<file path="config.mk">
export PLATFORM = sky130hd
export DESIGN_NAME = adder_share_ctrl
export DESIGN_NICKNAME = d
export VERILOG_FILES = /design/src/rtl/adder_share_ctrl.sv
export SDC_FILE = /design/constraint.sdc
export NUM_CORES = 1
export LEC_CHECK = 0
export CORE_AREA = 2 2 119 121
export DETAILED_ROUTE_END_ITERATION = 10
export DIE_AREA = 0 0 121 123
export PLACE_DENSITY_LB_ADDON = 0.05
export SLEW_MARGIN = 30
export SYNTH_ARGS = -nofsm -noshare
export SYNTH_HDL_FRONTEND = slang
export SYNTH_SLANG_ARGS = --single-unit
</file>
<file path="constraint.sdc">
create_clock -name clk -period 4.1 [get_ports clk]
set_clock_uncertainty 0.2 [all_clocks]
set_input_delay 0.615 -clock clk [delete_from_list [all_inputs] [get_ports clk]]
set_output_delay 0.615 -clock clk [all_outputs]
set_load 0.05 [all_outputs]
</file>
<file path="src/rtl/adder_share_ctrl.sv">
// Round-robin controller sharing one external N-bit adder between two requesters.
// Operands are registered into the adder; the result is captured into a held response.
module adder_share_ctrl #(
  parameter int N = 32
) (
  input  logic         clk,
  input  logic         rst,
  input  logic         req0_valid,
  output logic         req0_ready,
  input  logic [N-1:0] req0_a,
  input  logic [N-1:0] req0_b,
  input  logic         req0_sub,
  input  logic         req1_valid,
  output logic         req1_ready,
  input  logic [N-1:0] req1_a,
  input  logic [N-1:0] req1_b,
  input  logic         req1_sub,
  output logic [N-1:0] add_a,
  output logic [N-1:0] add_b,
  output logic         add_cin,
  input  logic [N-1:0] add_sum,
  input  logic         add_cout,
  output logic         resp_valid,
  input  logic         resp_ready,
  output logic         resp_id,
  output logic [N-1:0] resp_sum,
  output logic         resp_cout,
  output logic         resp_ovf
);

  typedef enum logic [1:0] {IDLE, EXEC, RESP} state_t;

  state_t       state_q, state_d;
  logic [N-1:0] op_a_q, op_a_d;
  logic [N-1:0] op_b_q, op_b_d;
  logic         op_cin_q, op_cin_d;
  logic         op_id_q, op_id_d;
  logic         last_grant_q, last_grant_d;
  logic         resp_valid_q, resp_valid_d;
  logic         resp_id_q, resp_id_d;
  logic [N-1:0] resp_sum_q, resp_sum_d;
  logic         resp_cout_q, resp_cout_d;
  logic         resp_ovf_q, resp_ovf_d;
  logic         grant0, grant1;
  logic         acc0, acc1;

  // Requester 0 wins unless requester 1 is also valid and 0 was granted last.
  always_comb begin
    grant0 = req0_valid && (!req1_valid || last_grant_q);
    grant1 = req1_valid && !grant0;
  end

  assign req0_ready = !rst && (state_q == IDLE) && grant0;
  assign req1_ready = !rst && (state_q == IDLE) && grant1;
  assign acc0       = req0_ready;
  assign acc1       = req1_ready;

  always_comb begin
    state_d      = state_q;
    op_a_d       = op_a_q;
    op_b_d       = op_b_q;
    op_cin_d     = op_cin_q;
    op_id_d      = op_id_q;
    last_grant_d = last_grant_q;
    resp_valid_d = resp_valid_q;
    resp_id_d    = resp_id_q;
    resp_sum_d   = resp_sum_q;
    resp_cout_d  = resp_cout_q;
    resp_ovf_d   = resp_ovf_q;
    unique case (state_q)
      IDLE: begin
        if (acc0 || acc1) begin
          op_a_d       = acc1 ? req1_a : req0_a;
          op_b_d       = acc1 ? (req1_sub ? ~req1_b : req1_b) : (req0_sub ? ~req0_b : req0_b);
          op_cin_d     = acc1 ? req1_sub : req0_sub;
          op_id_d      = acc1;
          last_grant_d = acc1;
          state_d      = EXEC;
        end
      end
      EXEC: begin
        // op_b already holds ~b for subtraction, so this is the overflow of the actual op.
        resp_sum_d   = add_sum;
        resp_cout_d  = add_cout;
        resp_ovf_d   = (op_a_q[N-1] == op_b_q[N-1]) && (add_sum[N-1] != op_a_q[N-1]);
        resp_id_d    = op_id_q;
        resp_valid_d = 1'b1;
        state_d      = RESP;
      end
      RESP: begin
        if (resp_ready) begin
          resp_valid_d = 1'b0;
          state_d      = IDLE;
        end
      end
      default: state_d = IDLE;
    endcase
  end

  always_ff @(posedge clk or posedge rst) begin
    if (rst) begin
      state_q      <= IDLE;
      op_a_q       <= '0;
      op_b_q       <= '0;
      op_cin_q     <= 1'b0;
      op_id_q      <= 1'b0;
      last_grant_q <= 1'b1;
      resp_valid_q <= 1'b0;
      resp_id_q    <= 1'b0;
      resp_sum_q   <= '0;
      resp_cout_q  <= 1'b0;
      resp_ovf_q   <= 1'b0;
    end else begin
      state_q      <= state_d;
      op_a_q       <= op_a_d;
      op_b_q       <= op_b_d;
      op_cin_q     <= op_cin_d;
      op_id_q      <= op_id_d;
      last_grant_q <= last_grant_d;
      resp_valid_q <= resp_valid_d;
      resp_id_q    <= resp_id_d;
      resp_sum_q   <= resp_sum_d;
      resp_cout_q  <= resp_cout_d;
      resp_ovf_q   <= resp_ovf_d;
    end
  end

  assign add_a      = op_a_q;
  assign add_b      = op_b_q;
  assign add_cin    = op_cin_q;
  assign resp_valid = resp_valid_q;
  assign resp_id    = resp_id_q;
  assign resp_sum   = resp_sum_q;
  assign resp_cout  = resp_cout_q;
  assign resp_ovf   = resp_ovf_q;

endmodule

</file>
---- Word level (Yosys, flattened, before mapping) ----
Cells that the tools add are included.
storage, ports and cells
  flip-flop bits (word level) ............. 105
  input bits .............................. 168
  output and inout bits ................... 103
  logic and storage cells ................. 45
cells by class
  equality and inequality tests ........... 6
  mux-type cells .......................... 10
  bitwise logic cells ..................... 2
  reduce and logical (&&, ||, !) cells .... 16
operator list
  operator              count
  $mux W32              4
  $not A32 Y32          2
  $logic_and A1 B1 Y1   6
  $pmux W2 S3           1
  $reduce_and A2 Y1     3
  $mux W2               2
  $logic_not A1 Y1      3
  $eq A2 B1 Y1 const B  1
  $eq A2 B2 Y1 const B  1
  $logic_not A2 Y1      1
  $logic_or A1 B1 Y1    2
  $mux W1               2
  $ne A2 B1 Y1 const B  1
  $ne A2 B2 Y1 const B  1
  $pmux W1 S2           1
  $reduce_bool A2 Y1    1
  $eq A1 B1 Y1          1
  $ne A1 B1 Y1          1

---- Logic depth before layout (Yosys ltp) ----
  depth in word-level cells ............... 9
  gate-level depth with buffers ........... 6
  depth with buffers taken out ............ 4

---- Worst setup path before layout ----
OpenSTA, ideal clock, no wires.
  path kind ............................... input to output
  start point ............................. input port rst
  end point ............................... output port req1_ready
  arrival time ............................ 1.938 ns
  setup slack ............................. 1.347 ns
  stages .................................. 4
  cells stage by stage .................... or3_1 buf_2 clkbuf_1 nor2_1
between the ends
  longest elaborated chain between the ends .. 3
RTL lines
  item                               line  text
  start: declaration                 7     input logic rst,
  $logic_not A1 Y1 (no line)         n/a
  $logic_and A1 B1 Y1 (2 in series)  54    assign req1_ready = !rst && (state_q == IDLE) && grant1;
  end: declaration                   14    output logic req1_ready,
No other way between the ends.

---- Worst setup path in the final report ----
Same ends and word-level chain as after synthesis.

==> out/qor.yml <==
htree_levels: 3
viasPerCell: 5.41
ys_types: 30
first_pass_iters: 5
die_h_um: 123
finalCritPeriodShare_pct: 70.5
placement.cell_area_um2: 8280
antenna_found_initial: 0
cp-end-kind: "output port"
io_buffers: 270
wl_per_cell_um: 17.7
cts_tree: "done"
whs_ps: 311
crit_type: "in -> out"
ctsResizeCount: 0
cts_buffers: 9
synthesis.area_um2: 5520
critPathArrivalTime_ps: 2080
postLayoutCellArea_um2: 8590
gr-total-overflow: 0
postSynth.asyncResetShare_pct: 100
antennaDiodeCount: 0
fillers: 1140
timing.fmax_mhz: 346
cts_root_buffer: "clkbuf_16"
clkLatencyLatePin_ps: 340
finalMaxSlewViolations: 0
cp_data_required_time_ps: 3280
initial_core_util_pct: 40.5
slew_headroom_pct: 36.6
ant_nets: 0
p_leak_nw: 3.31
area_growth_pct: 55.7
vias: 5222
rows: 43
die_area_um2: 14900
yosys_warnings: 0
synth_seq_cells: 105
fin_util_pct: 63.1
yosysSeqAreaShare_pct: 47.7
clk_pin_slew_ps: 70
grt_first_pass_wirelength_mm: 26.2
holdCritPathClass: "reg -> reg"
synth_nets: 720
synth_edf_count: 0
pre_cts_ws_ps: 1060
max_stage_delay_ps: 520
drive_gt1_share_pct: 11.1
maxCapViolCount: 0
ioPinCount: 271
ys.flop_type: "dfrtp_1"
status: "completed"
die_w_um: 121
drtIter0Drc: 253
clock-sinks: 105
tns_ps: 0
hold_viol: 0
numPlacedInstances: 948
finalPower_mw: 6.45
start_kind: "primary input"
fin_crit_ps: 2890
instances_no_fill: 966
hpwl_mm: 11.5
setup_viol: 0
gp_congestion: 0.778
clock_path_buffers: 2
drc_errors: 0
grt_pass1_vias: 5077
critical_path.top_delay_family: "buffers and inverters"
coreArea_um2: 13600
grt_use_total_pct: 22.4
critPathMaxFanout: 3
path_buf_inv: 2
postCtsHoldBufs: 0
cpMaxStageDelayCell: "clkdlybuf4s50_1"
power_density_nw_per_um2: 751
nets: 949
crit_chain: "clkdlybuf4s50_1, or3_4, nor2_1, buf_4"
routed_wl_mm: 17.1
fin_ws_ps: 1210
cts_setup_buffers: 0
ir_drop_mv: 0.316
grt_max_degree: 103
tightest_slew_ps: 951
rsz0062_at_grt: "false"
syn_inst: 552
avgSynthCellArea_um2: 9.99
==> flip-flops by register name, summed over array words and instances (netlist names) <==
| register | cells |
|---|---|
| resp_valid | 1 |
| add_cin | 1 |
| last_grant_q | 1 |
| state_q | 2 |
| resp_id | 1 |
| op_id_q | 1 |
| resp_ovf | 1 |
| add_b | 32 |
| resp_cout | 1 |
| add_a | 32 |
| resp_sum | 32 |
==> layout by cell type, fill, tap and decap left out, drive strengths merged <==
| master | Yosys | routed |
|---|---|---|
| a21bo | 1 | 1 |
| a21boi | 1 | 1 |
| a21oi | 71 | 71 |
| a31oi | 34 | 34 |
| and3 | 1 | 1 |
| and3b | 1 | 1 |
| buf | 36 | 13 |
| clkbuf | 25 | 9 |
| clkdlybuf4s50 | 0 | 266 |
| clkinv | 0 | 4 |
| clkinvlp | 0 | 1 |
| dfrtp | 104 | 104 |
| dfstp | 1 | 1 |
| inv | 3 | 5 |
| mux2 | 34 | 34 |
| nand2 | 2 | 2 |
| nand2b | 1 | 1 |
| nand3 | 33 | 33 |
| nor2 | 5 | 5 |
| nor2b | 1 | 1 |
| nor3 | 33 | 33 |
| nor3b | 1 | 1 |
| o21ai | 65 | 65 |
| o31ai | 32 | 32 |
| or2 | 2 | 2 |
| or3 | 1 | 1 |
| xor2 | 64 | 64 |
==> where the power goes <==
| part | switching (mW) | internal (mW) |
|---|---|---|
| Clock | 0.396 | 0.412 |
| Sequential | 0.280 | 1.52 |
| Combinational | 2.51 | 1.34 |
==> worst paths after layout <==
kind,startpoint,to,slack [ps],cells past startpoint
min in group asynchronous,rst,state_q[0],600,2
setup / recovery,rst,req1_ready,1210,4
hold reg to reg,resp_sum[4],resp_sum[4],310,1
setup reg to reg,state_q[0],add_a[1],1880,5
max in group asynchronous,rst,add_b[31],2380,3
hold / removal,resp_sum[4],resp_sum[4],310,1
==> cell type report <==
cell class | count | area, um^2 | area share, %
timing repair buffer | 279 | 2830 | 33.0
sequential | 105 | 2630 | 30.6
multi-input combinational | 383 | 2620 | 30.5
clock buffer | 9 | 225 | 2.62
tap | 180 | 225 | 2.62
clock inverter | 7 | 45.0 | 0.524
inverter | 3 | 13.8 | 0.160
==> metal layers <==
metal | vias up | global-route usage, % | share of wire (%) | wire length (um)
li1 | 2444 | - | - | -
met1 | 2529 | 27.7 | 40 | 6870
met2 | 231 | 39.2 | 51 | 8660
met3 | 18 | 5.12 | 7.8 | 1330
met4 | 0 | 6.54 | 1.5 | 249
met5 | - | 0 | 0 | 0
==> logic make-up (layout without fill, tap and decap cells) <==
group | count (synthesis) | count (layout) | share of synthesized area, %
buffers and inverters | 64 | 298 | 5.56
multiplexers | 34 | 34 | 6.94
XOR/XNOR | 64 | 64 | 10.2
AO/OA/AOI/OAI | 204 | 204 | 20.9
AND/OR/NAND/NOR | 81 | 81 | 8.80
flip-flops | 105 | 105 | 47.7
==> synth_stat cells (all sizes together) (3+ instances only) <==
cell | number | area share (%)
a31oi | 34 | 3.9
xor2 | 64 | 10
inv | 3 | 0.20
o31ai | 32 | 4.4
nor3 | 33 | 4.4
dfrtp | 104 | 47
mux2 | 34 | 6.9
a21oi | 71 | 6.4
o21ai | 65 | 5.9
clkbuf | 25 | 1.7
nand3 | 33 | 3.0
buf | 36 | 3.7
nor2 | 5 | 0.34
Note: power is estimated with default switching activity, not from simulation.
